$ cat config.mk
export PLATFORM = sky130hd
export DESIGN_NAME = seg_scan_display
export DESIGN_NICKNAME = d
export VERILOG_FILES = /design/src/rtl/seg7_pkg.sv /design/src/rtl/hex_to_seg7.sv /design/src/rtl/seg_scan_display.sv
export SDC_FILE = /design/constraint.sdc
export NUM_CORES = 1
export LEC_CHECK = 0
export BUFFER_PORTS_ARGS = -buffer_cell sky130_fd_sc_hd__buf_2
export CAP_MARGIN = 20
export CORE_MARGIN = 2
export CORE_UTILIZATION = 51
export CTS_BUF_LIST = sky130_fd_sc_hd__clkbuf_16
export DETAILED_ROUTE_END_ITERATION = 12
export PLACE_DENSITY = 0.76
export REMOVE_ABC_BUFFERS = 1
export SKIP_CTS_REPAIR_TIMING = 1
export SYNTH_ARGS = -nofsm -noshare
export SYNTH_HDL_FRONTEND = slang
export SYNTH_SLANG_ARGS = --single-unit
$ cat constraint.sdc
create_clock -name Clk -period 2.9 [get_ports Clk]
set_input_delay 0.725 -clock Clk [delete_from_list [all_inputs] [get_ports Clk]]
set_output_delay 0.725 -clock Clk [all_outputs]
set_load 0.02 [all_outputs]
$ cat src/rtl/seg7_pkg.sv
// seg7_pkg: shared definitions for the 7-segment display blocks.
//   SEG_BLANK : all segments dark (active-low {g,f,e,d,c,b,a}).
//   SEG_HEX   : 16-entry hex glyph table, indexed by nibble value.
//   idx_width : counter/index width that stays >= 1 for degenerate sizes.
package seg7_pkg;

  localparam logic [6:0] SEG_BLANK = 7'h7F;

  // Glyphs 0-9, A, b, C, d, E, F; bit order {g,f,e,d,c,b,a}, 0 = segment lit.
  localparam logic [6:0] SEG_HEX [16] = '{
    7'b1000000, 7'b1111001, 7'b0100100, 7'b0110000,
    7'b0011001, 7'b0010010, 7'b0000010, 7'b1111000,
    7'b0000000, 7'b0010000, 7'b0001000, 7'b0000011,
    7'b1000110, 7'b0100001, 7'b0000110, 7'b0001110
  };

  // $clog2 returns 0 for n==1, which would give a zero-width vector.
  function automatic int idx_width(input int n);
    if (n > 32'sd1) begin
      return $clog2(n);
    end else begin
      return 32'sd1;
    end
  endfunction

endpackage

$ cat src/rtl/hex_to_seg7.sv
// hex_to_seg7: combinational 4-bit to 7-segment (active-low) decoder.
//   nibble : hex value 0..F
//   seg    : segments {g,f,e,d,c,b,a}, 0 = lit
module hex_to_seg7
  import seg7_pkg::*;
(
  input  logic [3:0] nibble,
  output logic [6:0] seg
);

  // Table lookup; every nibble value has a glyph.
  always_comb begin
    seg = SEG_HEX[nibble];
  end

endmodule

$ cat src/rtl/seg_scan_display.sv
// seg_scan_display: time-multiplexed common-anode 7-segment driver.
//   Clk, rst    : clock, asynchronous active-high reset
//   data_in     : packed hex nibbles, [3:0] = digit 0 (rightmost)
//   blank_mask  : 1 = digit forced dark
//   dp_mask     : 1 = decimal point lit on that digit
//   lz_mode     : 1 = leading-zero suppression
//   out7, dp    : active-low segments / decimal point (registered)
//   en_out      : active-low anodes, one-hot-low or all high (registered)
//   frame_start : one-cycle pulse when the input snapshot is taken
// Inputs are sampled once per frame into shadow registers so a value that
// changes mid-frame can never show as a mix of old and new digits.
module seg_scan_display
  import seg7_pkg::*;
#(
  parameter int N_DIGITS    = 32'sd8,
  parameter int REFRESH_DIV = 32'sd100000,
  parameter int GUARD       = 32'sd1000
) (
  input  logic                  Clk,
  input  logic                  rst,
  input  logic [4*N_DIGITS-1:0] data_in,
  input  logic [N_DIGITS-1:0]   blank_mask,
  input  logic [N_DIGITS-1:0]   dp_mask,
  input  logic                  lz_mode,
  output logic [6:0]            out7,
  output logic                  dp,
  output logic [N_DIGITS-1:0]   en_out,
  output logic                  frame_start
);

  localparam int CW = idx_width(REFRESH_DIV);
  localparam int IW = idx_width(N_DIGITS);
  localparam logic [CW-1:0] CNT_LAST  = CW'(REFRESH_DIV - 32'sd1);
  localparam logic [CW-1:0] GUARD_END = CW'(GUARD);
  localparam logic [IW-1:0] IDX_LAST  = IW'(N_DIGITS - 32'sd1);

  logic [CW-1:0]       cnt_r;
  logic [IW-1:0]       idx_r;
  logic [3:0]          shadow_nib_r [N_DIGITS];
  logic [N_DIGITS-1:0] shadow_blank_r;
  logic [N_DIGITS-1:0] shadow_dp_r;
  logic                shadow_lz_r;

  logic                snap_s;
  logic [N_DIGITS-1:0] zero_above_s;
  logic                blank_s;
  logic [3:0]          cur_nib_s;
  logic [6:0]          cur_seg_s;
  logic [N_DIGITS-1:0] en_s;

  assign snap_s    = (cnt_r == {CW{1'b0}}) && (idx_r == {IW{1'b0}});
  assign cur_nib_s = shadow_nib_r[idx_r];

  hex_to_seg7 u_dec (
    .nibble (cur_nib_s),
    .seg    (cur_seg_s)
  );

  // zero_above_s[i] = 1 when nibbles i..N_DIGITS-1 are all zero.
  always_comb begin
    logic run_s;
    zero_above_s = {N_DIGITS{1'b0}};
    run_s        = 1'b1;
    for (int i = N_DIGITS - 1; i >= 0; i--) begin
      run_s           = run_s & (shadow_nib_r[i] == 4'h0);
      zero_above_s[i] = run_s;
    end
  end

  // Blank decision; digit 0 is never suppressed so zero shows as "0".
  always_comb begin
    if (shadow_blank_r[idx_r]) begin
      blank_s = 1'b1;
    end else if (shadow_lz_r && (idx_r != {IW{1'b0}}) && zero_above_s[idx_r]) begin
      blank_s = 1'b1;
    end else begin
      blank_s = 1'b0;
    end
  end

  // Anodes stay off for the guard window so the segment bus settles first.
  always_comb begin
    en_s = {N_DIGITS{1'b1}};
    if (cnt_r >= GUARD_END) begin
      en_s[idx_r] = 1'b0;
    end else begin
      en_s = {N_DIGITS{1'b1}};
    end
  end

  // Slot prescaler and digit scan index.
  always_ff @(posedge Clk or posedge rst) begin
    if (rst) begin
      cnt_r <= {CW{1'b0}};
      idx_r <= {IW{1'b0}};
    end else if (cnt_r == CNT_LAST) begin
      cnt_r <= {CW{1'b0}};
      if (idx_r == IDX_LAST) begin
        idx_r <= {IW{1'b0}};
      end else begin
        idx_r <= idx_r + IW'(1'b1);
      end
    end else begin
      cnt_r <= cnt_r + CW'(1'b1);
    end
  end

  // Frame snapshot of all display inputs plus its strobe.
  always_ff @(posedge Clk or posedge rst) begin
    if (rst) begin
      for (int i = 0; i < N_DIGITS; i++) begin
        shadow_nib_r[i] <= 4'h0;
      end
      shadow_blank_r <= {N_DIGITS{1'b0}};
      shadow_dp_r    <= {N_DIGITS{1'b0}};
      shadow_lz_r    <= 1'b0;
      frame_start    <= 1'b0;
    end else begin
      frame_start <= snap_s;
      if (snap_s) begin
        for (int i = 0; i < N_DIGITS; i++) begin
          shadow_nib_r[i] <= data_in[4*i +: 4];
        end
        shadow_blank_r <= blank_mask;
        shadow_dp_r    <= dp_mask;
        shadow_lz_r    <= lz_mode;
      end
    end
  end

  // Registered pin drivers, one cycle behind cnt/idx.
  always_ff @(posedge Clk or posedge rst) begin
    if (rst) begin
      out7   <= SEG_BLANK;
      dp     <= 1'b1;
      en_out <= {N_DIGITS{1'b1}};
    end else begin
      out7   <= blank_s ? SEG_BLANK : cur_seg_s;
      dp     <= ~shadow_dp_r[idx_r];
      en_out <= en_s;
    end
  end

endmodule

==> results.md <==
- DIE HEIGHT: a little over 90 um
- Num rows: 32
- Peak VDD IR: 0.343 mV
- Max Fclk: between 300 and 400 MHz
- Met3 Use GR: 0.0395
- Tmin final: 2.50 ns
- Post-route DRC: 0
- Crit path cell chain: mux4_2, mux2_2, inv_1, mux2_2, nand2_1, o211ai_1
- Critical Path End Type: flip-flop
- WS Path Type: reg2reg
- Ratio of cells with drive above 1 in the final layout: 0.401
- Critical-path top delay cell: dfrtp_1
- Skew final: about 0.0056 ns
- Post-placement cell area: 4540 um2
- Number of CTS-inserted buffers: 9
- Cells after DPL: 488
- Synth async-reset ratio: 1.00
- Vias in the first global route: between 2k and 3k
- Leak: about 2.1 nW
- Internal: 2.08 mW
- Final Power: 2.63 mW
- Most used routing layer: met2
- Synth area leaders: dfrtp_1 43%, mux2_2 13%, dfstp_2 10%, mux4_2 3.9%, ha_1 3.4%
- Vias per cell: 5.62
- Compound-Gate Fraction of Synth Area: 0.0510
- Fin crit share: 0.864
- I/O pins: 68
- Core footprint: between 7000 and 8000 um2
- CP max stage delay: between 0.7 and 0.8 ns
- Clk root buf: clkbuf_16
- MaxCap Viol Count: 0
- Status: complete, no violations
- Clock power frac: 0.450
- Cell family with most CP delay: multiplexers
- Max-slew headroom: 0.544
- Fin. max-slew vios: 0
- Setup crit start kind: flip-flop
- Synth warnings: 0
- Mapped cell area: 4070 um2
- Global-route met1 utilization: 0.298
- Initial DRC Count: 142
- Most used cell, CP: mux2_2
- Final ANT Viol Nets: 0
- Post-synthesis sequential area ratio: 0.533
- M2 GR Usage: 0.302
- Register-to-register setup slack: slightly below 0.4 ns
- Yosys reg bits: 86
- Final std cells w/o fill: approximately 500
- TritonCTS clock tree: built
- Design area: 4840 um2
- Port Buffer Count: 67
- Switching share of power: 0.212
- Clock sink count: between 80 and 90
- Drt wl/cell: 16.3 um
- First-pass GRT wire length: 13700 um
- GPL Wtd Cong: between 0.8 and 0.9
- Mux cell area share after synthesis: 0.216
- Setup-failing EPs final: 0
- Largest net degree at the start of global routing: 87
- Cell taking the most area after synthesis: dfrtp_1
- Netlist cell types: 44
- RSZ-0062 raised after global routing: false
- Nets: 459
- EDFF count, synth: 0
- R2R cell count: 6
- Post-synthesis xor/xnor area fraction: 0.0301
- CP bufs+invs: 1
- Synth-to-Final Area Change: 19.0%
- Die area: 8720 um2
- Initial Util: 0.527
- Post-synthesis adder-cell area fraction: 0.0338
- Initial antenna violation count: 0
- Clock latency on the worst-skew pair: 0.33 ns
- Slew @ Worst Pin: 0.684 ns
- Total grt overflow: 0
- WL final: 8180 um
- Die X-Extent: about 93 um
- Mapped Cells: 324
- Worst hold path class: in2async
- Vias: 2828
- DR pass1 iterations: 4
- Pwr Density: 544 nW/um2
- Data required, critical path: 3.12 ns
- Critical path depth in cells: 6
- Mean Syn Cell Area: 12.6 um2
- Simple-gate portion of the synthesized area: 0.107
- Clock Pin Slew Worst Setup and Hold Paths: ~0.06 ns
- Sequential power share: 0.487
- H-tree lvl count: 3
- Crit-path max FO: 17
- # diodes: 0
- CP Data Arrival Time: about 2.7 ns
- Post-DP HPWL: 5730 um
- Largest family of logic cells by synthesized area: multiplexers
- Combinational share of power: 0.064
- Total track usage: 0.206
- Synth top area share: 0.430
- Synth Flop Type: dfrtp_1
- Fin. Hold Viols: 0
- CTS Buffer Depth: 2
- P_sw: 0.558 mW
cell usage in the layout, fill, tap and decap left out, types with 6 or more instances in the layout:
cell type,instances
clkbuf_16,9
nand3_1,12
nor2_1,18
xor2_1,7
mux4_2,7
nor4_1,8
dfrtp_1,70
nand2_1,20
o21ai_0,6
ha_1,11
buf_2,67
mux2i_1,7
dfstp_2,16
a21oi_1,7
inv_1,12
mux2_2,48
buf_4,7
mux2_1,10
xnor2_1,7
flip-flops by register name (all words and copies together) (netlist names):
register / flops
shadow_nib_r: 32
cnt_r: 17
en_out: 8
shadow_blank_r: 8
shadow_dp_r: 8
out7: 7
idx_r: 3
dp: 1
frame_start: 1
shadow_lz_r: 1
metrics by stage:
| stage | setup WS, ns | util | TNS [ns] | hold slack, ns |
|---|---|---|---|---|
| 2_1_floorplan | -0.308 | - | -16.02 | 0.452 |
| 3_5_place_dp | 0.406 | 0.587 | 0 | 0.475 |
| 3_3_place_gp | 0.475 | 0.587 | 0 | 0.465 |
| 4_1_cts | 0.391 | 0.627 | 0 | 0.488 |
| 6_report | 0.395 | 0.627 | 0 | 0.478 |
| 5_1_grt | 0.235 | 0.627 | 0 | 0.494 |
per-layer routing:
metal / vias to the layer above / wire [um]
li1: 1309 / -
met1: 1403 / 3770
met2: 99 / 3760
met3: 17 / 485
met4: 0 / 164
met5: - / 0
cell type report:
cell class                      instances  area (um2)
Clock buffer                            9         225
Multi-Input combinational cell        213        1790
Tap cell                              102         128
Inverter                               12        46.3
Clock inverter                          6        80.1
Timing Repair Buffer                   75         408
Sequential cell                        86        2170
Fill cell                             592        2880
cell families (layout without fill, tap and decap cells):
group	count (synthesis)	in the layout
XOR/XNOR	14	14
AO/OA/AOI/OAI	32	32
multiplexers	72	72
flip-flops	86	86
adder cells (fa/ha/maj)	11	11
AND/OR/NAND/NOR	84	84
buffers and inverters	25	102
path summary, 6_finish.rpt:
check,from,end
worst min-delay path,rst,cnt_r[14]$_DFF_PP0_
worst min register to register,shadow_blank_r[5]$_DFFE_PP0P_,shadow_blank_r[5]$_DFFE_PP0P_
max in group asynchronous,rst,shadow_nib_r[30]$_DFFE_PP0P_
worst max register to register,idx_r[0]$_DFFE_PP0N_,out7[4]$_DFF_PP1_
worst max-delay path,idx_r[0]$_DFFE_PP0N_,out7[4]$_DFF_PP1_
min in group Clk,shadow_blank_r[5]$_DFFE_PP0P_,shadow_blank_r[5]$_DFFE_PP0P_
power by group through the flow:
stage               clock network (mW)  logic (mW)  registers, mW
finish                            1.18       0.168           1.28
global route                      1.26       0.188           1.29
CTS                               1.20       0.170           1.28
detailed placement                   0       0.169           1.30
global placement                     0       0.163           1.30
floorplan                            0      0.0909           1.30
cells in the mapped netlist, drive strengths merged (2+ instances only):
master  instances
mux2           58
nor3            5
o22ai           4
xnor2           7
dfstp          16
o21ai           6
clkbuf          3
nor2           18
and3            5
nand2b          4
o211ai          5
nand4           2
buf            10
dfrtp          70
inv            11
ha             11
or4             3
a221oi          2
nand2          20
nor4            9
mux2i           7
nor2b           2
mux4            7
xor2            7
nand3          12
a21oi           7
worst reg2reg max path: cells and delay by family, from the launching register on:
family | cells | cell delay, ns
AOI/OAI and AO/OA | 1 | 0.09
and+or+nand+nor | 1 | 0.07
muxes | 3 | 1.29
buffers and inverters | 1 | 0.16
DFF | 1 | 0.78
(Power assumes the default switching activity.)
